`config.mk`:
```
export PLATFORM = sky130hd
export DESIGN_NAME = core_io_bridge
export DESIGN_NICKNAME = d
export VERILOG_FILES = /design/src/rtl/core_io_pkg.sv /design/src/rtl/sync_fifo.sv /design/src/rtl/core_io_bridge.sv
export SDC_FILE = /design/constraint.sdc
export NUM_CORES = 1
export LEC_CHECK = 0
export CORE_UTILIZATION = 55
export DETAILED_ROUTE_END_ITERATION = 16
export PLACE_DENSITY = 0.84
export SYNTH_ARGS = -nofsm -noshare
export SYNTH_HDL_FRONTEND = slang
export SYNTH_SLANG_ARGS = --single-unit
export TNS_END_PERCENT = 20
```
`constraint.sdc`:
```
create_clock -name clk -period 9.1 [get_ports clk]
set_clock_uncertainty 0.15 [all_clocks]
set_input_delay 2.275 -clock clk [delete_from_list [all_inputs] [get_ports clk]]
set_output_delay 2.275 -clock clk [all_outputs]
set_load 0.005 [all_outputs]
```
`src/rtl/core_io_pkg.sv`:
```
`default_nettype none
// ============================================================================
//  Module      : core_io_pkg
//  Description : Shared constants and helpers for the core I/O bridge:
//                status bit positions, occupancy field offsets, serializer
//                state encoding and the bytes-per-word derivation.
//  Revision    : 1.0 - initial release
// ============================================================================
package core_io_pkg;

   // Status word bit positions
   localparam int STAT_OVF     = 0;
   localparam int STAT_UNF     = 1;
   localparam int STAT_TX_IDLE = 2;
   localparam int STAT_RX_NE   = 3;

   // Occupancy field offsets (each field is 8 bits wide)
   localparam int TX_OCC_LSB   = 8;
   localparam int RX_OCC_LSB   = 16;
   localparam int OCC_W        = 8;

   // TX serializer states
   typedef enum logic [0:0] {
      TX_EMPTY = 1'b0,
      TX_SEND  = 1'b1
   } tx_state_e;

   // Number of UART bytes carried by one core word
   function automatic int bytes_per_word(input int data_w, input int word_mode);
      return (word_mode != 0) ? (data_w / 8) : 1;
   endfunction

endpackage
`default_nettype wire

```
`src/rtl/sync_fifo.sv`:
```
`default_nettype none
// ============================================================================
//  Module      : sync_fifo
//  Description : Single-clock first-word-fall-through FIFO with occupancy
//                count. Pushes while full and pops while empty are ignored.
//                The head reads zero while the FIFO is empty.
//  Revision    : 1.0 - initial release
// ============================================================================
module sync_fifo #(
   parameter int WIDTH = 32,
   parameter int DEPTH = 16
) (
   input  logic                       clk,
   input  logic                       rst,
   input  logic                       push_i,
   input  logic [WIDTH-1:0]           data_i,
   input  logic                       pop_i,
   output logic [WIDTH-1:0]           data_o,
   output logic [$clog2(DEPTH):0]     count_o,
   output logic                       full_o,
   output logic                       empty_o
);

   localparam int AW = $clog2(DEPTH);
   localparam int CW = AW + 1;

   logic [WIDTH-1:0] mem_q [DEPTH];
   logic [AW-1:0]    wr_ptr_q, wr_ptr_d;
   logic [AW-1:0]    rd_ptr_q, rd_ptr_d;
   logic [CW-1:0]    count_q,  count_d;
   logic             do_push;
   logic             do_pop;

   assign full_o  = (count_q == CW'(DEPTH));
   assign empty_o = (count_q == '0);
   assign count_o = count_q;
   assign data_o  = empty_o ? '0 : mem_q[rd_ptr_q];

   assign do_push = push_i && !full_o;
   assign do_pop  = pop_i  && !empty_o;

   // Pointer and occupancy next-state
   always_comb begin
      wr_ptr_d = wr_ptr_q;
      rd_ptr_d = rd_ptr_q;
      count_d  = count_q;
      if (do_push) wr_ptr_d = wr_ptr_q + 1'b1;
      if (do_pop)  rd_ptr_d = rd_ptr_q + 1'b1;
      case ({do_push, do_pop})
         2'b10:   count_d = count_q + 1'b1;
         2'b01:   count_d = count_q - 1'b1;
         default: count_d = count_q;
      endcase
   end

   // Control state register; storage is unreset because the head is masked when empty
   always_ff @(posedge clk or negedge rst) begin
      if (!rst) begin
         wr_ptr_q <= '0;
         rd_ptr_q <= '0;
         count_q  <= '0;
      end else begin
         wr_ptr_q <= wr_ptr_d;
         rd_ptr_q <= rd_ptr_d;
         count_q  <= count_d;
      end
   end

   // Entry storage write
   always_ff @(posedge clk) begin
      if (do_push) mem_q[wr_ptr_q] <= data_i;
   end

endmodule
`default_nettype wire

```
`src/rtl/core_io_bridge.sv`:
```
`default_nettype none
// ============================================================================
//  Module      : core_io_bridge
//  Description : Connects the pipeline I/O port to a byte-wide UART stream
//                through TX/RX FIFOs, with word-to-byte serialisation,
//                byte-to-word assembly, sticky error flags and a counter
//                of bytes accepted by the UART.
//  Revision    : 1.0 - initial release
// ============================================================================
module core_io_bridge #(
   parameter int DATA_W    = 32,
   parameter int TX_DEPTH  = 16,
   parameter int RX_DEPTH  = 16,
   parameter int WORD_MODE = 1
) (
   input  logic              clk,
   input  logic              rst,
   input  logic              out_issued,
   input  logic [DATA_W-1:0] out_data,
   output logic              out_stall,
   input  logic              in_issued,
   output logic [DATA_W-1:0] in_data,
   output logic              in_stall,
   output logic              tx_valid,
   output logic [7:0]        tx_data,
   input  logic              tx_ready,
   input  logic              rx_valid,
   input  logic [7:0]        rx_data,
   output logic              rx_ready,
   input  logic              clear_flags,
   output logic [31:0]       status,
   output logic [31:0]       result_bytes
);

   import core_io_pkg::*;

   localparam int BPW   = bytes_per_word(DATA_W, WORD_MODE);
   localparam int IDX_W = (BPW > 1) ? $clog2(BPW) : 1;
   localparam int TXC_W = $clog2(TX_DEPTH) + 1;
   localparam int RXC_W = $clog2(RX_DEPTH) + 1;

   // FIFO interface
   logic              tx_push, tx_pop, tx_full, tx_empty;
   logic [DATA_W-1:0] tx_head;
   logic [TXC_W-1:0]  tx_count;
   logic              rx_push, rx_full, rx_empty, rx_pop;
   logic [DATA_W-1:0] rx_word;
   logic [RXC_W-1:0]  rx_count;

   // Serializer state
   tx_state_e         tx_state_q, tx_state_d;
   logic [IDX_W-1:0]  tx_idx_q,   tx_idx_d;
   logic [DATA_W-1:0] tx_word_q,  tx_word_d;
   logic [DATA_W-1:0] tx_shifted;
   logic              tx_last;

   // Assembler state
   logic [IDX_W-1:0]  rx_idx_q, rx_idx_d;
   logic [DATA_W-1:0] rx_asm_q, rx_asm_d;
   logic [DATA_W-1:0] rx_lane;
   logic              rx_accept;
   logic              rx_last;

   // Flags and counter
   logic              ovf_q, ovf_d;
   logic              unf_q, unf_d;
   logic [31:0]       bytes_q, bytes_d;

   assign tx_push   = out_issued && !tx_full;
   assign rx_pop    = in_issued  && !rx_empty;
   assign out_stall = tx_full;
   assign in_stall  = rx_empty;

   sync_fifo #(.WIDTH(DATA_W), .DEPTH(TX_DEPTH)) u_tx_fifo (
      .clk     (clk),
      .rst     (rst),
      .push_i  (tx_push),
      .data_i  (out_data),
      .pop_i   (tx_pop),
      .data_o  (tx_head),
      .count_o (tx_count),
      .full_o  (tx_full),
      .empty_o (tx_empty)
   );

   sync_fifo #(.WIDTH(DATA_W), .DEPTH(RX_DEPTH)) u_rx_fifo (
      .clk     (clk),
      .rst     (rst),
      .push_i  (rx_push),
      .data_i  (rx_word),
      .pop_i   (rx_pop),
      .data_o  (in_data),
      .count_o (rx_count),
      .full_o  (rx_full),
      .empty_o (rx_empty)
   );

   // ---------------------------------------------------------------- TX side
   assign tx_valid   = (tx_state_q == TX_SEND);
   assign tx_last    = (tx_idx_q == IDX_W'(BPW - 1));
   assign tx_shifted = tx_word_q >> {tx_idx_q, 3'b000};
   assign tx_data    = tx_shifted[7:0];

   // Serializer next-state: load a word when idle, chain the next word on the last byte
   always_comb begin
      tx_state_d = tx_state_q;
      tx_idx_d   = tx_idx_q;
      tx_word_d  = tx_word_q;
      tx_pop     = 1'b0;
      case (tx_state_q)
         TX_EMPTY: begin
            if (!tx_empty) begin
               tx_pop     = 1'b1;
               tx_word_d  = tx_head;
               tx_idx_d   = '0;
               tx_state_d = TX_SEND;
            end
         end
         TX_SEND: begin
            if (tx_ready) begin
               if (tx_last) begin
                  tx_idx_d = '0;
                  if (!tx_empty) begin
                     tx_pop    = 1'b1;
                     tx_word_d = tx_head;
                  end else begin
                     tx_state_d = TX_EMPTY;
                  end
               end else begin
                  tx_idx_d = tx_idx_q + 1'b1;
               end
            end
         end
         default: tx_state_d = TX_EMPTY;
      endcase
   end

   // Serializer registers
   always_ff @(posedge clk or negedge rst) begin
      if (!rst) begin
         tx_state_q <= TX_EMPTY;
         tx_idx_q   <= '0;
         tx_word_q  <= '0;
      end else begin
         tx_state_q <= tx_state_d;
         tx_idx_q   <= tx_idx_d;
         tx_word_q  <= tx_word_d;
      end
   end

   // ---------------------------------------------------------------- RX side
   assign rx_ready  = !rx_full;
   assign rx_accept = rx_valid && rx_ready;
   assign rx_last   = (rx_idx_q == IDX_W'(BPW - 1));
   assign rx_lane   = DATA_W'(rx_data) << {rx_idx_q, 3'b000};
   assign rx_word   = rx_asm_q | rx_lane;

   // Assembler next-state: merge each byte into its lane, push on the last lane
   always_comb begin
      rx_asm_d = rx_asm_q;
      rx_idx_d = rx_idx_q;
      rx_push  = 1'b0;
      if (rx_accept) begin
         if (rx_last) begin
            rx_push  = 1'b1;
            rx_asm_d = '0;
            rx_idx_d = '0;
         end else begin
            rx_asm_d = rx_word;
            rx_idx_d = rx_idx_q + 1'b1;
         end
      end
   end

   // Assembler registers
   always_ff @(posedge clk or negedge rst) begin
      if (!rst) begin
         rx_asm_q <= '0;
         rx_idx_q <= '0;
      end else begin
         rx_asm_q <= rx_asm_d;
         rx_idx_q <= rx_idx_d;
      end
   end

   // ------------------------------------------------------- flags and count
   // A new error in the same cycle as a clear wins, so the flag stays set
   always_comb begin
      ovf_d   = (ovf_q && !clear_flags) || (out_issued && tx_full);
      unf_d   = (unf_q && !clear_flags) || (in_issued  && rx_empty);
      bytes_d = bytes_q + ((tx_valid && tx_ready) ? 32'd1 : 32'd0);
   end

   // Sticky flags and sent-byte counter registers
   always_ff @(posedge clk or negedge rst) begin
      if (!rst) begin
         ovf_q   <= 1'b0;
         unf_q   <= 1'b0;
         bytes_q <= '0;
      end else begin
         ovf_q   <= ovf_d;
         unf_q   <= unf_d;
         bytes_q <= bytes_d;
      end
   end

   assign result_bytes = bytes_q;

   // Status word assembly
   always_comb begin
      status                          = '0;
      status[STAT_OVF]                = ovf_q;
      status[STAT_UNF]                = unf_q;
      status[STAT_TX_IDLE]            = tx_empty && (tx_state_q == TX_EMPTY);
      status[STAT_RX_NE]              = !rx_empty;
      status[TX_OCC_LSB +: OCC_W]     = OCC_W'(tx_count);
      status[RX_OCC_LSB +: OCC_W]     = OCC_W'(rx_count);
   end

endmodule
`default_nettype wire

```
### After elaboration in Yosys (flattened, before gate mapping)

Memories as Yosys holds them, arrays and structs flattened.
Cells that the tools add are included.

* output and inout port bits: 108
* memories: 2
* logic and storage cells: 95
* register bits after elaboration: 129
* bits of input ports: 47
* RAM bits: 1024

* muxes and demuxes: 27
* bitwise logic cells: 2
* equal/unequal tests: 11
* shift-type cells: 2
* reductions and logical operators: 26
* $add $sub $neg: 11

Memories
* u_rx_fifo.mem_q: words 16, width 32, rd ports 1, clocked after memory_dff 0, wr ports 1, line sync_fifo.sv:27 `logic [WIDTH-1:0] mem_q [DEPTH];`
* u_tx_fifo.mem_q: words 16, width 32, rd ports 1, clocked after memory_dff 0, wr ports 1, line sync_fifo.sv:27

Operators with widths (number)
* two-way mux 32 bit: 5
* case mux 32 bit (2 select lines): 1
* adder 32 x 1 -> 32 bit: 1
* bitwise OR 32 bit: 1
* << shifter 8 x 5 -> 32 bit: 1
* >> shifter 32 x 5 -> 8 bit: 1
* case mux 5 bit (2 select lines): 2
* adder 4 x 1 -> 4 bit (second input constant): 4
* logical AND 1 bit: 13
* two-way mux 1 bit: 12
* adder 5 x 1 -> 5 bit (second input constant): 2
* == test 5 bit (second input constant): 2
* zero test 5 bit: 2
* subtractor 5 x 1 -> 5 bit (second input constant): 2
* == test 2 bit (second input constant): 4
* two-way mux 2 bit: 4
* zero test 1 bit: 5
* adder 2 x 1 -> 2 bit (second input constant): 2
* == test 2 x 1 -> 1 bit (second input constant): 2
* inequality test 2 bit (second input constant): 2
* case mux 1 bit (2 select lines): 2
* case mux 2 bit (2 select lines): 1
* AND reduction 2 bit: 2
* nonzero test 2 bit: 2
* 3 further kinds: 4

### Logic depth before layout (Yosys ltp)

Gate-level depths: netlist of run 1.

* depth in word-level cells: 8
* mapped depth: 11
* depth with buffers taken out: 10

### Hierarchy

Synthesis of run 1 repeated with hierarchy kept, for this count alone.

* cell total of the unflattened synthesis: 2283
* area total of the unflattened synthesis: 45697.6 µm²

Modules (own cells, without submodules)
* sync_fifo (u_rx_fifo): sequential area each 15700.1 µm², cells each 923, instances 1, area an instance 20449.6 µm²
* sync_fifo (u_tx_fifo): sequential area each 15700.1 µm², cells each 918, instances 1, area an instance 20420.8 µm²
* core_io_bridge: sequential area each 2577.5 µm², cells each 442, instances 1, area an instance 4827.1 µm²

### Worst setup path after synthesis of run 1

No wires, ideal clock.

* kind: input port to flip-flop
* from: input out_issued
* to: memory u_tx_fifo.mem_q[3][0], enable pin
* setup slack: 3.339 ns
* data required time: 8.489 ns
* stages on the path: 3
* arrival: 5.150 ns
* setup time: 0.461 ns
* buffers on the path: 0
* cell sequence: a21boi_1 > nand2_1 > nor3_1

* cells in the longest elaborated chain, start to end: 4

Ends and longest elaborated chain
* start: declaration: line core_io_bridge.sv:18 `input logic out_issued,`
* logical AND 1 bit: line core_io_bridge.sv:69 `assign tx_push = out_issued && !tx_full;`
* logical AND 1 bit: line sync_fifo.sv:39 `assign do_push = push_i && !full_o;`
* two-way mux 1 bit: line sync_fifo.sv:71 `if (do_push) mem_q[wr_ptr_q] <= data_i;`
* two-way mux 1 bit (implied by the code): line sync_fifo.sv:71
* end: declaration: line sync_fifo.sv:27

Every way passes these cells.

### Worst setup path after layout of run 1

* from: register u_rx_fifo.rd_ptr_q[1]
* to: output in_data[2]

* cells in the longest elaborated chain, start to end: 2

Ends and longest elaborated chain
* start: declaration: line sync_fifo.sv:29 `logic [AW-1:0] rd_ptr_q, rd_ptr_d;`
* start signal: assignment: line sync_fifo.sv:64 `rd_ptr_q <= rd_ptr_d;`
* memory (16 x 32 bit)
* two-way mux 32 bit: line sync_fifo.sv:37 `assign data_o = empty_o ? '0 : mem_q[rd_ptr_q];`
* end: declaration: line core_io_bridge.sv:22 `output logic [DATA_W-1:0] in_data,`

Every way passes these cells.

==> flow_metrics.env, run 1 <==
export IMPL_rr_startpoint="tx_idx_q[0]$_DFFE_PN0P_"
export IMPL_drive_gt1_frac=0.236
export IMPL_gr_usage_all_layers=0.260
export IMPL_final_core_util=0.634
export IMPL_place_hpwl_mm=53.4
export IMPL_cts_buffer_depth=3
export IMPL_yosys_warnings=0
export IMPL_cts_setup_buffers=0
export IMPL_area_growth_pct=14.1
export IMPL_fmax_ghz=0.153
export IMPL_start_util=0.556
export IMPL_async_reset_ff_frac=0.112
export IMPL_hp_start="result_bytes[0]$_DFF_PN0_"
export IMPL_synthesis_area_um2=44800
export IMPL_core_area_um2=80500
export IMPL_finalInstanceArea_um2=51100
export IMPL_ys_ff_latch=1153
export IMPL_powerDensity_nw_per_um2=322
export IMPL_rows=104
export IMPL_synth_area_top_cells="edfxtp_1, mux4_2, dfrtp_1, mux2i_1, o22ai_1"
export IMPL_finalCritPeriodShare=0.718
export IMPL_cts_tree="done"
export IMPL_wl_met1_mm=36.5
export IMPL_setup_viol=0
export IMPL_period_minus_slack_ps=6530
export IMPL_setup_tns_ps=0
export IMPL_maxCapViolations=0
export IMPL_status="finished clean"
export IMPL_grt_pass1_wl_mm=156
export IMPL_drc=0
export IMPL_critPathLaunch="u_rx_fifo.rd_ptr_q[1]$_DFFE_PN0P_"
export IMPL_slew_headroom=0.178
export IMPL_mostFrequentLayoutCells="edfxtp_1, mux4_2, clkdlybuf4s50_1, dfrtp_1, clkbuf_16"
export IMPL_worst_r2r_cell_count=10
export IMPL_layout_commonest_cell="edfxtp_1"
export IMPL_reg2reg_to="u_tx_fifo.count_o[4]$_DFFE_PN0P_"
export IMPL_holdPathStages=1
export IMPL_via_per_inst=6.62
export IMPL_regArea_um2=34000
export IMPL_clock_latency_ps=680
export IMPL_hold_viol=0
export IMPL_p_leak_nw=17.2
export IMPL_grt_max_degree=125
export IMPL_synth_largest_area_cell="edfxtp_1"
export IMPL_critical_path_class="flop to output port"
export IMPL_firstDrtPassIters=5
export IMPL_ys_seq_area_frac=0.759
export IMPL_fillCellCount=4890
export IMPL_cts_resized=0
export IMPL_drv_slew=0
export IMPL_wl_per_cell_um=30.9
export IMPL_first_global_vias=24196
export IMPL_tightest_slew_ps=1230
export IMPL_cts_root_buf="clkbuf_16"
export IMPL_whs_endpoint="result_bytes[0]$_DFF_PN0_"
export IMPL_top_layer_used="met5"
export IMPL_rsz0062_at_grt="no"
export IMPL_critical_path_endpoint_type="output port"
export IMPL_drt_iter0_drc=2825
export IMPL_dr_wl_met2_mm=56.1
export IMPL_start_kind="flop"
export IMPL_hold_class="flop to flop"
export IMPL_fp_dieW_um=287
export IMPL_path_clk_slew_ps=60
export IMPL_synth_cell_types=44
export IMPL_cts_htree_levels=3
export IMPL_place_gp_congestion=0.751
export IMPL_cp_arrival_ps=4110
export IMPL_dieArea_um2=82600
export IMPL_antenna_found_initial=4
export IMPL_wl_mm=107
export IMPL_cts_num_sinks=1153
export IMPL_synth_edff_count=1024
export IMPL_critPathRequiredTime_ps=6680
export IMPL_dr_wl_met3_mm=9.42
export IMPL_synth_top_area_frac=0.687
export IMPL_crit_fanout=71
export IMPL_globalRouteOverflowTotal=0
export IMPL_synth_flop_cell="edfxtp_1"
export IMPL_synth_area_per_cell_um2=21.0
export IMPL_final_nets=2383
export IMPL_fp_dieH_um=287
export IMPL_io_pins=155
export IMPL_ant_nets=0
export IMPL_vias=22967
export IMPL_ir_worst_vdd_mv=0.229
export IMPL_multi_input_area_um2=10300
export IMPL_r2r_setup_slack_ps=5010
export IMPL_place_area_um2=47400
export IMPL_portBuffers=136
export IMPL_numCtsBuffers=107
export IMPL_netlist_instances=2135
export IMPL_hold_buffers=0
## layout make-up
cell class              count  area share
flip-flops and latches   1153       0.665
multi-input cells         852       0.202
clock buffers             139      0.0561
repair buffers            181      0.0335
well taps                1060      0.0260
clock inverters            62      0.0157
inverters                  17     0.00125
diodes                      4    0.000196
## per-stage QoR
stage | hold WS, ps | power [W] | setup slack, ps | instances
2_1_floorplan | 315 | 0.0101 | 3340 | 2152
3_3_place_gp | 311 | 0.0115 | 3450 | 3263
3_5_place_dp | 343 | 0.0118 | 3420 | 3263
4_1_cts | 355 | 0.0165 | 2590 | 3464
5_1_grt | 370 | 0.0170 | 2520 | 3467
6_report | 352 | 0.0165 | 2570 | 3468
## worst max-delay path, cell delays in order (launching register included)
cell             delay, ps
dfrtp_4                980
buf_4                  920
mux4_2                 440
mux2i_1                290
o22ai_1                170
clkdlybuf4s50_1        550
## power by group
group          internal [W]  switching [W]
Combinational       0.00215        0.00246
Sequential          0.00668       0.000542
Clock               0.00265        0.00198
Total                0.0115        0.00499
## registers in the layout (all words and copies together), names as in the netlist, 5 cells and up
register / cells
u_tx_fifo.count_o: 5
rx_asm_q: 32
u_rx_fifo.mem_q: 512
u_rx_fifo.count_o: 5
u_tx_fifo.mem_q: 512
result_bytes: 32
tx_word_q: 32
## Yosys cell counts, drive strengths merged (5+ instances only)
cell type  instances
a21o              36
a21oi             38
and2               5
and3              18
buf               66
clkbuf            64
dfrtp            129
edfxtp          1024
ha                22
inv               17
mux2              40
mux2i             66
mux4             264
nand2             35
nand3              9
nand4             12
nor2              54
nor2b              7
nor3              15
nor4               8
o21ai             40
o22ai             96
xnor2             31
xor2              19
## metal layers
layer,track usage,up-vias
li1,-,9104
met1,0.319,11927
met2,0.450,1607
met3,0.0435,327
met4,0.128,2
met5,0,-
## kinds of logic after synthesis
logic type                 share of synthesized area
xor gates and xnor gates                     0.00978
adders and majority gates                    0.00704
muxes                                          0.158
DFF                                            0.759
buffers and inverters                         0.0160
AOI/OAI and AO/OA                             0.0295
other                                      0.0000837
and+or+nand+nor                               0.0215
## how the worst max path moves through the flow
stage / slack [ps] / depth (start not counted) / endpoint
floorplan: 3340 / 3 / u_tx_fifo.mem_q[3][0]$_DFFE_PP_
global placement: 3450 / 5 / in_data[8]
detailed placement: 3420 / 5 / in_data[8]
CTS: 2590 / 5 / in_data[2]
global route: 2520 / 5 / in_data[2]
finish: 2570 / 5 / in_data[2]
No activity file was read; power rests on OpenSTA's default activity.
==> run 2: changes to the inputs <==
--- a/config.mk
+++ b/config.mk
@@ -7,7 +7,7 @@
 export LEC_CHECK = 0
 export CORE_UTILIZATION = 55
 export DETAILED_ROUTE_END_ITERATION = 16
-export PLACE_DENSITY = 0.84
+export PLACE_DENSITY = 0.87
 export SYNTH_ARGS = -nofsm -noshare
 export SYNTH_HDL_FRONTEND = slang
 export SYNTH_SLANG_ARGS = --single-unit
==> constraint.sdc (replaced) <==
create_clock -name clk -period 5.62 [get_ports clk]
set_clock_uncertainty 0.15 [all_clocks]
set_input_delay 1.405 -clock clk [delete_from_list [all_inputs] [get_ports clk]]
set_output_delay 1.405 -clock clk [all_outputs]
set_load 0.005 [all_outputs]
==> run 2 against run 1 <==
Sequential share of layout area is 0.54 points lower. Total power up 65%. Setup slack worse by 2000 ps. First-iteration DRC count decreased by 5.7%. Final area up 0.83%. Die area did not move. Cell count is 0.49% higher. Flip-flop and latch count unchanged. Core utilization up 0.52 points. Global-route usage rose by 0.61 points. Critical path depth unchanged. Wire length rose by 2.1%. Largest cell class unchanged. Highest routed layer unchanged.
==> flow_metrics.env, run 2 (synthesis results as in run 1) <==
export IMPL_slew_headroom=0.162
export IMPL_whs_endpoint="result_bytes[21]$_DFF_PN0_"
export IMPL_fp_dieH_um=287
export IMPL_core_area_um2=80500
export IMPL_grt_use_met3=0.0517
export IMPL_portBuffers=136
export IMPL_p_leak_nw=17.3
export IMPL_fp_dieW_um=287
export IMPL_maxCapViolations=0
export IMPL_cts_htree_levels=3
export IMPL_drc=0
export IMPL_grt_use_met2=0.457
export IMPL_holdPathStages=1
export IMPL_status="finished clean"
export IMPL_ir_worst_vdd_mv=0.525
export IMPL_vias=23339
export IMPL_wl_per_cell_um=31.4
export IMPL_reg_top3="u_rx_fifo.mem_q (512), u_tx_fifo.mem_q (512)"
export IMPL_grt_busiest_layer="met2"
export IMPL_start_util=0.556
export IMPL_globalRouteOverflowTotal=0
export IMPL_worst_r2r_cell_count=9
export IMPL_critical_path_class="flop to output port"
export IMPL_drive_gt1_frac=0.246
export IMPL_layout_commonest_cell="edfxtp_1"
export IMPL_area_growth_pct=15.0
export IMPL_start_kind="flop"
export IMPL_cts_buffer_depth=3
export IMPL_grt_max_degree=92
export IMPL_hold_buffers=0
export IMPL_via_per_inst=6.70
export IMPL_hold_class="flop to flop"
export IMPL_drv_slew=0
export IMPL_cts_num_sinks=1153
export IMPL_gr_usage_all_layers=0.266
export IMPL_tightest_slew_ps=1250
export IMPL_r2r_setup_slack_ps=2220
export IMPL_crit_fanout=32
export IMPL_cts_root_buf="clkbuf_16"
export IMPL_place_hpwl_mm=57.3
export IMPL_rows=104
export IMPL_fmax_ghz=0.198
export IMPL_fillCellCount=4859
export IMPL_dieArea_um2=82600
export IMPL_first_global_vias=24050
export IMPL_mostFrequentLayoutCells="edfxtp_1, mux4_2, clkdlybuf4s50_1, dfrtp_1, clkbuf_16"
export IMPL_path_clk_slew_ps=60
export IMPL_hp_start="result_bytes[21]$_DFF_PN0_"
export IMPL_numCtsBuffers=107
export IMPL_rr_startpoint="tx_idx_q[0]$_DFFE_PN0P_"
export IMPL_ant_nets=0
export IMPL_firstDrtPassIters=6
export IMPL_powerDensity_nw_per_um2=528
export IMPL_final_core_util=0.640
export IMPL_finalCritPeriodShare=0.897
export IMPL_final_nets=2399
export IMPL_period_minus_slack_ps=5040
export IMPL_antenna_found_initial=9
export IMPL_setup_tns_ps=0
export IMPL_setup_viol=0
export IMPL_cts_resized=0
export IMPL_grt_use_met1=0.331
export IMPL_cts_tree="done"
export IMPL_hold_viol=0
export IMPL_drt_iter0_drc=2665
export IMPL_io_pins=155
export IMPL_clock_latency_ps=710
export IMPL_cp_arrival_ps=3490
export IMPL_cts_setup_buffers=0
export IMPL_place_gp_congestion=0.795
export IMPL_critical_path_endpoint_type="output port"
export IMPL_critPathRequiredTime_ps=4070
export IMPL_grt_pass1_wl_mm=159
export IMPL_reg2reg_to="u_tx_fifo.count_o[4]$_DFFE_PN0P_"
export IMPL_wl_mm=109
export IMPL_rsz0062_at_grt="no"
-- run 2: critical path, cell delays in order, from the launching register on --
cell             delay [ps]
dfrtp_4                 890
buf_12                  320
mux4_2                  570
mux2i_1                 200
o22ai_1                 230
clkdlybuf4s50_1         550
-- run 2: worst max-delay path by stage --
stage / start / endpoint / slack (ps)
final: u_rx_fifo.rd_ptr_q[0]$_DFFE_PN0P_ / in_data[30] / 580
after global routing: u_rx_fifo.rd_ptr_q[0]$_DFFE_PN0P_ / in_data[29] / 390
after CTS: u_rx_fifo.rd_ptr_q[0]$_DFFE_PN0P_ / in_data[29] / 500
after detailed placement: out_issued / u_tx_fifo.mem_q[14][2]$_DFFE_PP_ / 1120
after global placement: rx_valid / u_rx_fifo.count_o[4]$_DFFE_PN0P_ / 1200
after floorplan: out_issued / u_tx_fifo.mem_q[3][0]$_DFFE_PP_ / 730
-- run 2: per-stage QoR --
stage	cell area, um2	hold slack [ps]	worst slack [ps]	total power, W	instances
floorplan	44900	315	729	0.0164	2152
global placement	47700	310	1200	0.0188	3279
detailed placement	47700	337	1120	0.0192	3279
CTS	51500	346	500	0.0272	3483
global route	51500	353	390	0.0280	3484
finish	51500	339	576	0.0272	3485
-- run 2: report_power, final --
group          switching [W]  total [W]  internal [W]
sequential           0.00107     0.0119        0.0108
combinational        0.00394    0.00748       0.00354
clock                0.00332    0.00785       0.00452
total                0.00833     0.0272        0.0189
-- run 2: layout make-up --
class,instances,area (um2),share of cell area
repair buffers,197,1960,0.0380
clock buffers,132,2840,0.0551
multi-input cells,852,10300,0.200
flip-flops and latches,1153,34000,0.660
inverters,17,63.8,0.00124
diodes,2,5.00,0.0000971
clock inverters,72,1010,0.0197
well taps,1060,1330,0.0257
-- run 2: per-layer routing --
| layer | vias to the layer above | share of wire |
|---|---|---|
| met1 | 12140 | 0.34 |
| met5 | - | 0.00076 |
| met4 | 12 | 0.043 |
| met2 | 1696 | 0.52 |
| li1 | 9148 | - |
| met3 | 343 | 0.094 |
==> run 3: changes to the inputs <==
==> constraint.sdc (replaced) <==
create_clock -name clk -period 5.62 [get_ports clk]
set_clock_uncertainty 0.15 [all_clocks]
set_input_delay 1.405 -clock clk [delete_from_list [all_inputs] [get_ports clk]]
set_output_delay 1.405 -clock clk [all_outputs]
set_load 0.01 [all_outputs]
==> run 3 against run 2 <==
Via count fell by 2.8%. Final area is 0.34% lower. Non-clock buffer count fell by 4. Worst hold slack got worse by 12 ps. Combinational power up 1%. Largest power group unchanged. Register-to-register slack got worse by 40 ps. Die area did not move.
==> flow_metrics.env, run 3 (synthesis results as in run 1) <==
export IMPL_cp_arrival_ps=3570
export IMPL_fmax_ghz=0.195
export IMPL_rsz0062_at_grt="no"
export IMPL_grt_max_degree=69
export IMPL_crit_fanout=51
export IMPL_wl_mm=105
export IMPL_cts_root_buf="clkbuf_16"
export IMPL_drt_iter0_drc=2550
export IMPL_status="finished clean"
export IMPL_cts_resized=0
export IMPL_gr_usage_all_layers=0.258
export IMPL_hold_buffers=0
export IMPL_slew_headroom=0.153
export IMPL_mostFrequentLayoutCells="edfxtp_1, mux4_2, clkdlybuf4s50_1, dfrtp_1, clkbuf_16"
export IMPL_maxCapViolations=0
export IMPL_vias=22675
export IMPL_cts_setup_buffers=0
export IMPL_hold_class="flop to flop"
export IMPL_via_per_inst=6.52
export IMPL_switching_share=0.306
export IMPL_period_minus_slack_ps=5130
export IMPL_drc=0
export IMPL_p_leak_nw=17.3
export IMPL_drive_gt1_frac=0.242
export IMPL_wl_per_cell_um=30.3
export IMPL_setup_viol=0
export IMPL_antenna_found_initial=7
export IMPL_clock_latency_ps=680
export IMPL_io_pins=155
export IMPL_place_hpwl_mm=56.4
export IMPL_setup_slack_ps=490
export IMPL_first_global_vias=23986
export IMPL_fp_dieW_um=287
export IMPL_globalRouteOverflowTotal=0
export IMPL_final_nets=2396
export IMPL_clkPwrFrac=0.279
export IMPL_reg_top3="u_rx_fifo.mem_q (512), u_tx_fifo.mem_q (512)"
export IMPL_cts_buffer_depth=3
export IMPL_tightest_slew_ps=1270
export IMPL_area_growth_pct=14.6
export IMPL_critical_path_endpoint_type="output port"
export IMPL_powerDensity_nw_per_um2=523
export IMPL_core_area_um2=80500
export IMPL_critPathRequiredTime_ps=4070
export IMPL_fp_dieH_um=287
export IMPL_worst_r2r_cell_count=9
export IMPL_p_switching_w=0.00821
export IMPL_numCtsBuffers=108
export IMPL_portBuffers=136
export IMPL_combPwrFrac=0.282
export IMPL_drv_slew=0
export IMPL_firstDrtPassIters=6
export IMPL_intPower_w=0.0186
export IMPL_place_gp_congestion=0.816
export IMPL_cts_num_sinks=1153
export IMPL_ant_nets=0
export IMPL_start_kind="flop"
export IMPL_final_core_util=0.638
export IMPL_finalCritPeriodShare=0.913
export IMPL_grt_pass1_wl_mm=154
export IMPL_critical_path_class="flop to output port"
export IMPL_layout_commonest_cell="edfxtp_1"
export IMPL_hold_viol=0
export IMPL_setup_tns_ps=0
export IMPL_rows=104
export IMPL_ir_worst_vdd_mv=0.408
export IMPL_path_clk_slew_ps=60
export IMPL_place_ws_ps=1150
export IMPL_cts_htree_levels=3
export IMPL_dieArea_um2=82600
export IMPL_start_util=0.556
export IMPL_p_seq_frac=0.440
export IMPL_cts_tree="done"
export IMPL_holdPathStages=1
run 3: cell types whose count changed in the layout (fill, tap and decap cells not counted), sizes merged:
cell      previous run  this run
bufinv              19        12
diode                2         1
clkinv              38        45
buf                 62        58
clkinvlp            10         3
clkbuf             132       138
run 3: through the flow:
step	hold WS, ps	total power [W]	std cells	instance area [um2]
after floorplan	324	0.0165	2152	44900
after global placement	309	0.0189	3275	47700
after detailed placement	324	0.0193	3275	47700
after CTS	328	0.0269	3478	51300
after global routing	338	0.0277	3479	51300
final	327	0.0268	3479	51300
run 3: area by class of cell:
type	count	area (um2)
flip-flops and latches	1153	34000
fillers	4933	29200
multi-input cells	852	10300
clock buffers	138	2930
repair buffers	193	1980
well taps	1060	1330
clock inverters	65	737
inverters	17	63.8
diodes	1	2.50
run 3: layer usage:
metal / wire length [um] / GRT usage / up-vias
li1: - / - / 9148
met1: 36800 / 0.316 / 11778
met2: 55000 / 0.446 / 1429
met3: 9310 / 0.0522 / 310
met4: 4220 / 0.107 / 10
met5: 80 / 0 / -
run 3: final timing paths:
kind	from	slack [ps]	to
hold reg to reg	result_bytes[31]$_DFF_PN0_	330	result_bytes[31]$_DFF_PN0_
setup / recovery	u_rx_fifo.rd_ptr_q[1]$_DFFE_PN0P_	490	in_data[6]
hold / removal	result_bytes[31]$_DFF_PN0_	330	result_bytes[31]$_DFF_PN0_
setup reg to reg	tx_idx_q[0]$_DFFE_PN0P_	2180	u_tx_fifo.count_o[4]$_DFFE_PN0P_
min in group asynchronous	rst	600	u_tx_fifo.count_o[0]$_DFFE_PN0P_
max in group asynchronous	rst	3580	u_rx_fifo.rd_ptr_q[3]$_DFFE_PN0P_
run 3: power groups by stage:
stage	registers, W	logic [W]	clock network, W
floorplan	0.0113	0.00526	0
global placement	0.0118	0.00706	0
detailed placement	0.0119	0.00740	0
CTS	0.0118	0.00758	0.00753
global route	0.0119	0.00798	0.00784
finish	0.0118	0.00756	0.00748
run 3: critical path, cell delays in order, from the launching register on:
cell and delay, ps:
dfrtp_4 980, buf_4 580, mux4_2 300, mux2i_1 80
o22ai_1 290, clkdlybuf4s50_1 610
